`src/rtl/mix_columns_seq.sv`:
```
// Sequential AES MixColumns / InvMixColumns engine transforming COLS_PER_CYCLE columns per clock.
// Build option: define MIXCOL_INV_EN to compile in the inverse datapath (selected per transaction by in_inv).
module mix_columns_seq #(
    parameter int COLS_PER_CYCLE = 1
) (
    input  logic         clk,
    input  logic         rst,
    input  logic         in_valid,
    output logic         in_ready,
    input  logic [0:127] in_data,
    input  logic         in_inv,
    output logic         out_valid,
    input  logic         out_ready,
    output logic [0:127] out_data
);

    localparam int GROUPS = 4 / COLS_PER_CYCLE;
    localparam int CW     = (GROUPS > 1) ? $clog2(GROUPS) : 1;
    localparam logic [CW-1:0] LAST_GROUP = CW'(GROUPS - 1);

    if (COLS_PER_CYCLE != 1 && COLS_PER_CYCLE != 2 && COLS_PER_CYCLE != 4) begin : g_bad_cols
        $error("mix_columns_seq: COLS_PER_CYCLE must be 1, 2 or 4");
    end

    typedef enum logic [1:0] {
        IDLE,
        BUSY,
        DONE
    } state_t;

    state_t         state_q, state_d;
    logic [CW-1:0]  cnt_q;
    logic [0:127]   work_q, work_d;

    function automatic logic [7:0] xtime(input logic [7:0] a);
        return {a[6:0], 1'b0} ^ (a[7] ? 8'h1b : 8'h00);
    endfunction

    // 2*a0 ^ 3*a1 ^ a2 ^ a3
    function automatic logic [7:0] fwd_row(input logic [7:0] a0, input logic [7:0] a1,
                                           input logic [7:0] a2, input logic [7:0] a3);
        return xtime(a0) ^ xtime(a1) ^ a1 ^ a2 ^ a3;
    endfunction

    function automatic logic [31:0] mix_fwd(input logic [31:0] col);
        logic [7:0] a0, a1, a2, a3;
        {a0, a1, a2, a3} = col;
        return {fwd_row(a0, a1, a2, a3), fwd_row(a1, a2, a3, a0),
                fwd_row(a2, a3, a0, a1), fwd_row(a3, a0, a1, a2)};
    endfunction

`ifdef MIXCOL_INV_EN
    // 14*a0 ^ 11*a1 ^ 13*a2 ^ 9*a3, each multiplier built from the xtime chain 2, 4, 8
    function automatic logic [7:0] inv_row(input logic [7:0] a0, input logic [7:0] a1,
                                           input logic [7:0] a2, input logic [7:0] a3);
        logic [7:0] a0_2, a0_4, a0_8, a1_2, a1_8, a2_4, a2_8, a3_8;
        a0_2 = xtime(a0);
        a0_4 = xtime(a0_2);
        a0_8 = xtime(a0_4);
        a1_2 = xtime(a1);
        a1_8 = xtime(xtime(a1_2));
        a2_4 = xtime(xtime(a2));
        a2_8 = xtime(a2_4);
        a3_8 = xtime(xtime(xtime(a3)));
        return (a0_8 ^ a0_4 ^ a0_2) ^ (a1_8 ^ a1_2 ^ a1) ^ (a2_8 ^ a2_4 ^ a2) ^ (a3_8 ^ a3);
    endfunction

    function automatic logic [31:0] mix_inv(input logic [31:0] col);
        logic [7:0] a0, a1, a2, a3;
        {a0, a1, a2, a3} = col;
        return {inv_row(a0, a1, a2, a3), inv_row(a1, a2, a3, a0),
                inv_row(a2, a3, a0, a1), inv_row(a3, a0, a1, a2)};
    endfunction

    logic mode_q;

    always_ff @(posedge clk or posedge rst) begin
        if (rst)
            mode_q <= 1'b0;
        else if (state_q == IDLE && in_valid)
            mode_q <= in_inv;
    end
`else
    logic unused_in_inv;
    assign unused_in_inv = in_inv;
`endif

    // Columns of the current group are rewritten in place; the rest pass through.
    always_comb begin
        // NOTE: work_d gets a full default before the loop so no path leaves it unassigned (no latch).
        work_d = work_q;
        for (int j = 0; j < COLS_PER_CYCLE; j++) begin
`ifdef MIXCOL_INV_EN
            work_d[32*(int'(cnt_q)*COLS_PER_CYCLE + j) +: 32] = mode_q
                ? mix_inv(work_q[32*(int'(cnt_q)*COLS_PER_CYCLE + j) +: 32])
                : mix_fwd(work_q[32*(int'(cnt_q)*COLS_PER_CYCLE + j) +: 32]);
`else
            work_d[32*(int'(cnt_q)*COLS_PER_CYCLE + j) +: 32] =
                mix_fwd(work_q[32*(int'(cnt_q)*COLS_PER_CYCLE + j) +: 32]);
`endif
        end
    end

    always_ff @(posedge clk or posedge rst) begin
        // NOTE: state uses non-blocking assignments so every register samples pre-edge values.
        if (rst)
            state_q <= IDLE;
        else
            state_q <= state_d;
    end

    always_comb begin
        state_d   = state_q;
        in_ready  = 1'b0;
        out_valid = 1'b0;
        case (state_q)
            IDLE: begin
                in_ready = 1'b1;
                if (in_valid)
                    state_d = BUSY;
            end
            BUSY: begin
                if (cnt_q == LAST_GROUP)
                    state_d = DONE;
            end
            DONE: begin
                out_valid = 1'b1;
                if (out_ready)
                    state_d = IDLE;
            end
            default: state_d = IDLE;
        endcase
    end

    always_ff @(posedge clk or posedge rst) begin
        if (rst) begin
            // NOTE: the working register is reset because it drives out_data, which must read zero after reset.
            work_q <= '0;
            cnt_q  <= '0;
        end else begin
            case (state_q)
                IDLE: begin
                    if (in_valid) begin
                        work_q <= in_data;
                        cnt_q  <= '0;
                    end
                end
                BUSY: begin
                    work_q <= work_d;
                    if (cnt_q != LAST_GROUP)
                        cnt_q <= cnt_q + CW'(1);
                end
                default: ;
            endcase
        end
    end

    assign out_data = work_q;

endmodule

```
`config.mk`:
```
export PLATFORM = sky130hd
export DESIGN_NAME = mix_columns_seq
export DESIGN_NICKNAME = d
export VERILOG_FILES = /design/src/rtl/mix_columns_seq.sv
export SDC_FILE = /design/constraint.sdc
export NUM_CORES = 1
export LEC_CHECK = 0
export CAP_MARGIN = 10
export CORE_ASPECT_RATIO = 1.75
export CORE_MARGIN = 2
export CORE_UTILIZATION = 43
export DETAILED_ROUTE_END_ITERATION = 7
export PLACE_DENSITY_LB_ADDON = 0.2
export SLEW_MARGIN = 10
export SYNTH_ARGS = -nofsm -noshare
export SYNTH_HDL_FRONTEND = slang
export SYNTH_SLANG_ARGS = --single-unit
```
`constraint.sdc`:
```
create_clock -name clk -period 4.7 [get_ports clk]
set_input_delay 1.41 -clock clk [delete_from_list [all_inputs] [get_ports clk]]
set_output_delay 1.41 -clock clk [all_outputs]
set_load 0.01 [all_outputs]
```
==> results_dict.tcl, run 1 <==
set metrics [dict create \
    crit_arrival_ns 2.33 \
    cts_hold_buf 0 \
    drtIter0Drc 420 \
    cts_resized 0 \
    fin_crit_sh_pct 79.65 \
    final_cell_mix "clkdlybuf4s50_1 (261), a21oi_1 (133), dfrtp_1 (128)" \
    min_period_ns 3.744 \
    grt_use_met2_pct 55.80 \
    fp-row-count 66 \
    overflow 0 \
    syn_inst 735 \
    max_freq_ghz 0.2671 \
    clk_latency_ns 0.42 \
    grtUsageMet1_pct 36.16 \
    io_buffers 261 \
    skew_ns 0.01678 \
    startpoint_type "register" \
    tightest_slew_ns 1.010 \
    synth.distinct_cells 29 \
    track_usage_pct 31.27 \
    critPathRequiredTime_ns 3.29 \
    die_area_um2 20010 \
    finalSetupTns_ns 0 \
    drc 0 \
    synth_flop_cell "dfrtp_1" \
    clk_transition_reported_paths_ns 0.06 \
    internal_power_mw 6.075 \
    via_count 7411 \
    hold_viol 0 \
    dieHeight_um 185.7 \
    switching_share_pct 46.30 \
    coreArea_um2 18580 \
    clk_path_buf_depth 2 \
    grt_pass1_vias 7604 \
    cts_root_buffer "clkbuf_16" \
    io_pins 263 \
    p_sw_mw 5.239 \
    crit_type "reg -> out" \
    start_util_pct 43.64 \
    cts_buffers 17 \
    dr.pass1.iters 5 \
    relSlewSlack_pct 32.55 \
    synth_seq_area_share_pct 40.74 \
    power_density_nw_per_um2 985.1 \
    rsz0062_at_grt "no" \
    power_mw 11.31 \
    endpoint_kind "output port" \
    place_area_um2 10950 \
    vdd_drop_max_mv 0.5379 \
    synth_edf_count 0 \
    status "finished clean" \
    reg2reg_depth 5 \
    drv_cap 0 \
    place_congestion 0.8490 \
    cts_tree "built" \
    hold_depth 2 \
    whs_ns 0.5226 \
    seq_power_share_pct 19.3 \
    fin_nets 1103 \
    grt_max_degree 51 \
    layout-drive-gt1-share_pct 10.52 \
    dp_hpwl_um 21710 \
    combPwrFrac_pct 69.9 \
    ys_seq_elements 132 \
    maxSlewViolCount 0 \
    yosysWarnings 0 \
    path_max_fanout 50 \
    grt-busiest-layer "met2" \
    ant_nets 0 \
    antenna_found_initial 2 \
    power_leakage_nw 4.610 \
    synthToLayoutAreaGrowth_pct 41.67 \
    grt_pass1_wl_um 45950 \
    grtUsageMet3_pct 5.847 \
    synth_area_um2 8108 \
    chipWidth_um 107.8 \
    final_common_cell "clkdlybuf4s50_1" \
    cts_setup_buffers 0 \
    hold_class "reg -> reg" \
    synthArstFlopShare_pct 100.0 \
    cts_sinks 132 \
    wl_per_cell_um 25.44 \
    cts_max_level 4 \
    post-route-cell-area_um2 11490 \
    syn-num-nets 872 \
    avgViaCountPerCell 6.080 \
    setup_violations 0 \
    clock_power_share_pct 10.8 \
    routed_wl_um 31020 \
    synth_area_per_cell_um2 11.03 \
]
[logic make-up after synthesis]
group / share of synthesized area, %
XOR/XNOR: 16.23
flip-flops: 40.74
adder cells (fa/ha/maj): 0.6173
AND/OR/NAND/NOR: 11.87
AO/OA/AOI/OAI: 17.55
multiplexers: 8.889
buffers and inverters: 4.105
[power by group through the flow]
stage / clock (mW) / combinational, mW / sequential [mW]
floorplan: 0 / 5.07 / 2.13
global placement: 0 / 7.74 / 2.17
detailed placement: 0 / 7.83 / 2.19
CTS: 1.23 / 7.88 / 2.17
global route: 1.29 / 8.37 / 2.25
finish: 1.22 / 7.91 / 2.19
[layout make-up]
cell class / count / area (µm²)
fill: 1601 / 7094
clock inverter: 13 / 100.1
antenna: 2 / 5.005
tap: 238 / 297.8
sequential: 132 / 3308
timing repair buffer: 286 / 2838
clock buffer: 19 / 432.9
inverter: 5 / 22.52
multi-input combinational: 524 / 4482
[flip-flops by register name, summed over array words and instances, names as in the netlist]
signal	count
cnt_q	2
out_data	128
state_q	2
[synthesized netlist by cell type (3+ instances only)]
library cell / n / area share [%]
ha_1: 4 / 0.62
xnor2_1: 8 / 0.86
mux4_2: 32 / 8.9
clkbuf_1: 63 / 2.9
a21oi_1: 133 / 8.2
o21ai_0: 76 / 4.7
nor2_1: 50 / 2.3
xor3_1: 7 / 2.1
o22ai_1: 48 / 3.7
nand2_1: 7 / 0.32
xnor3_1: 36 / 10
buf_6: 3 / 0.42
buf_2: 5 / 0.31
inv_1: 5 / 0.23
nor4b_1: 80 / 8.6
a21o_1: 4 / 0.37
dfrtp_1: 132 / 41
xor2_1: 14 / 1.5
xnor2_2: 5 / 1.0
o21ai_1: 6 / 0.37
xor2_2: 4 / 0.80
[path summary, 6_finish.rpt]
kind	endpoint	slack, ns	start
max	out_valid	0.96	state_q[1]$_DFFE_PP0P_
min in group asynchronous	out_data[88]$_DFFE_PP0P_	1.57	rst
min reg2reg	out_data[66]$_DFFE_PP0P_	0.52	out_data[66]$_DFFE_PP0P_
min	out_data[66]$_DFFE_PP0P_	0.52	out_data[66]$_DFFE_PP0P_
max reg2reg	out_data[118]$_DFFE_PP0P_	1.48	cnt_q[0]$_DFFE_PP0P_
max in group asynchronous	out_data[13]$_DFFE_PP0P_	2.35	rst
[stage by stage]
stage	std cells	setup slack (ns)	util, %
after global routing	1219	0.8800	61.82
after floorplan	735	1.653	-
after detailed placement	1185	1.159	58.92
after global placement	1185	1.217	58.92
final	1219	0.9564	61.82
after CTS	1217	0.9902	61.79
[routing by layer]
layer | share of wire (%) | vias up | wire length (µm)
met5 | 0 | - | 0
met1 | 36 | 3711 | 11210
met3 | 6.9 | 74 | 2127
li1 | - | 3248 | -
met4 | 3.9 | 0 | 1203
met2 | 53 | 378 | 16470
[worst max-delay path: stages, from the launching register on]
cell and delay (ns):
dfrtp_2 1.00, nor2b_1 0.33, clkdlybuf4s50_1 0.59
Note: power is estimated with default switching activity, not from simulation.
==> inputs of run 2 (changes only) <==
==> constraint.sdc (replaced) <==
create_clock -name clk -period 3.3 [get_ports clk]
set_input_delay 0.99 -clock clk [delete_from_list [all_inputs] [get_ports clk]]
set_output_delay 0.99 -clock clk [all_outputs]
set_load 0.01 [all_outputs]
==> run 2 against run 1 <==
  * Power is 43% higher
  * Wire length shrank 2.6%
  * Setup slack lost 0.53 ns
  * Combinational power is 44% higher
  * Sequential power increased by 37%
  * Clock power is 43% higher
  * Die area stayed put
  * Worst hold slack better by 0.0021 ns
  * Clock skew decreased by 0.0015 ns
  * First-iteration DRC count grew 15%
  * Sequential cell count stayed put
  * Count of clock-buffer cells in the layout decreased by 1
==> results_dict.tcl, run 2 (same netlist as run 1, synthesis figures left out) <==
set metrics [dict create \
    status "finished clean" \
    io_pins 263 \
    reg2reg_setup_slack_ns 0.43 \
    dieHeight_um 185.7 \
    fp-row-count 66 \
    io_buffers 261 \
    cts_buffers 17 \
    cts_setup_buffers 0 \
    grt_pass1_vias 7681 \
    relSlewSlack_pct 41.54 \
    dr.max_layer_used "met4" \
    dp_hpwl_um 21300 \
    setup_violations 0 \
    min_period_ns 2.874 \
    reg2reg_depth 4 \
    largest_register_ffs 128 \
    cts_root_buffer "clkbuf_16" \
    drtIter0Drc 481 \
    dr_wl_met2_um 16410 \
    routed_wl_um 30220 \
    ant_nets 0 \
    critPathRequiredTime_ns 3.62 \
    cts_resized 0 \
    post-route-cell-area_um2 11590 \
    crit_type "reg -> reg" \
    final_cell_mix "clkdlybuf4s50_1 (261), a21oi_1 (133), dfrtp_1 (128)" \
    avgViaCountPerCell 6.060 \
    final_common_cell "clkdlybuf4s50_1" \
    track_usage_pct 30.42 \
    nFillCells 1584 \
    cts_sinks 132 \
    final_util_pct 62.38 \
    hold_depth 2 \
    drc 0 \
    tightest_slew_ns 0.8769 \
    max_freq_ghz 0.3480 \
    power_leakage_nw 4.669 \
    skew_ns 0.01526 \
    start_util_pct 43.64 \
    overflow 0 \
    synthToLayoutAreaGrowth_pct 42.95 \
    dr_wl_met3_um 2006 \
    layout-drive-gt1-share_pct 11.26 \
    power_density_nw_per_um2 1393 \
    drv_cap 0 \
    path_max_fanout 29 \
    chipWidth_um 107.8 \
    grt_max_degree 81 \
    cts_tree "built" \
    die_area_um2 20010 \
    hold_class "reg -> reg" \
    maxSlewViolCount 0 \
    met1Wirelength_um 10800 \
    antenna_found_initial 2 \
    endpoint_kind "register" \
    place_congestion 0.8541 \
    via_count 7430 \
    finalSetupTns_ns 0 \
    rsz0062_at_grt "no" \
    vdd_drop_max_mv 0.8496 \
    clk_latency_ns 0.42 \
    coreArea_um2 18580 \
    cts_max_level 4 \
    startpoint_type "register" \
    crit_arrival_ns 3.20 \
    cts_hold_buf 0 \
    clk_transition_reported_paths_ns 0.07 \
    grt_pass1_wl_um 44820 \
    hold_viol 0 \
    place_area_um2 11050 \
    clk_path_buf_depth 2 \
    fin_nets 1110 \
    dr.pass1.iters 5 \
    fin_crit_sh_pct 87.08 \
    wl_per_cell_um 24.65 \
]
[run 2: through the flow]
step                      cells  setup WS, ns  hold WS, ns  power [mW]
final                      1226        0.4265       0.5246       16.15
after global routing       1226        0.3534       0.5534       16.99
after CTS                  1224        0.4382       0.5218       16.14
after detailed placement   1192        0.4350       0.5060       14.33
after global placement     1192        0.4746       0.5006       14.16
after floorplan             735        0.6728       0.5454       10.27
[run 2: final cells by class]
type / instances / area, µm² / share of cell area [%]
sequential: 132 / 3308 / 28.54
antenna: 2 / 5.005 / 0.04318
tap: 238 / 297.8 / 2.569
clock inverter: 14 / 105.1 / 0.9068
timing repair buffer: 293 / 2940 / 25.37
inverter: 5 / 22.52 / 0.1943
clock buffer: 18 / 429.2 / 3.703
multi-input combinational: 524 / 4482 / 38.67
[run 2: final timing paths]
check / from / to
max: cnt_q[1]$_DFFE_PP0P_ / out_data[22]$_DFFE_PP0P_
min: out_data[66]$_DFFE_PP0P_ / out_data[66]$_DFFE_PP0P_
max reg2reg: cnt_q[1]$_DFFE_PP0P_ / out_data[22]$_DFFE_PP0P_
min reg2reg: out_data[66]$_DFFE_PP0P_ / out_data[66]$_DFFE_PP0P_
max in group asynchronous: rst / out_data[28]$_DFFE_PP0P_
min in group asynchronous: rst / out_data[120]$_DFFE_PP0P_
[run 2: metal layers]
metal	vias to the layer above	track usage [%]
li1	3270	-
met1	3739	34.93
met2	360	55.27
met3	61	5.742
met4	0	11.79
met5	-	0
[run 2: report_power, final]
part	internal [mW]	switching (mW)	total, mW
Sequential	2.32	0.680	3.00
Clock	0.966	0.783	1.75
Combinational	5.47	5.93	11.4
[run 2: critical path, cell delays in order, from the launching register on]
cell and delay, ns:
dfrtp_2 0.94, mux4_2 0.59, xor2_2 0.55, xnor3_1 0.51, o22ai_1 0.18
==> inputs of run 3 (changes only) <==
--- a/config.mk
+++ b/config.mk
@@ -5,7 +5,7 @@
 export SDC_FILE = /design/constraint.sdc
 export NUM_CORES = 1
 export LEC_CHECK = 0
-export CAP_MARGIN = 10
+export CAP_MARGIN = 0
 export CORE_ASPECT_RATIO = 1.75
 export CORE_MARGIN = 2
 export CORE_UTILIZATION = 43
==> results of run 3 <==
The final DEF is identical to that of run 2; final timing and power are the same.
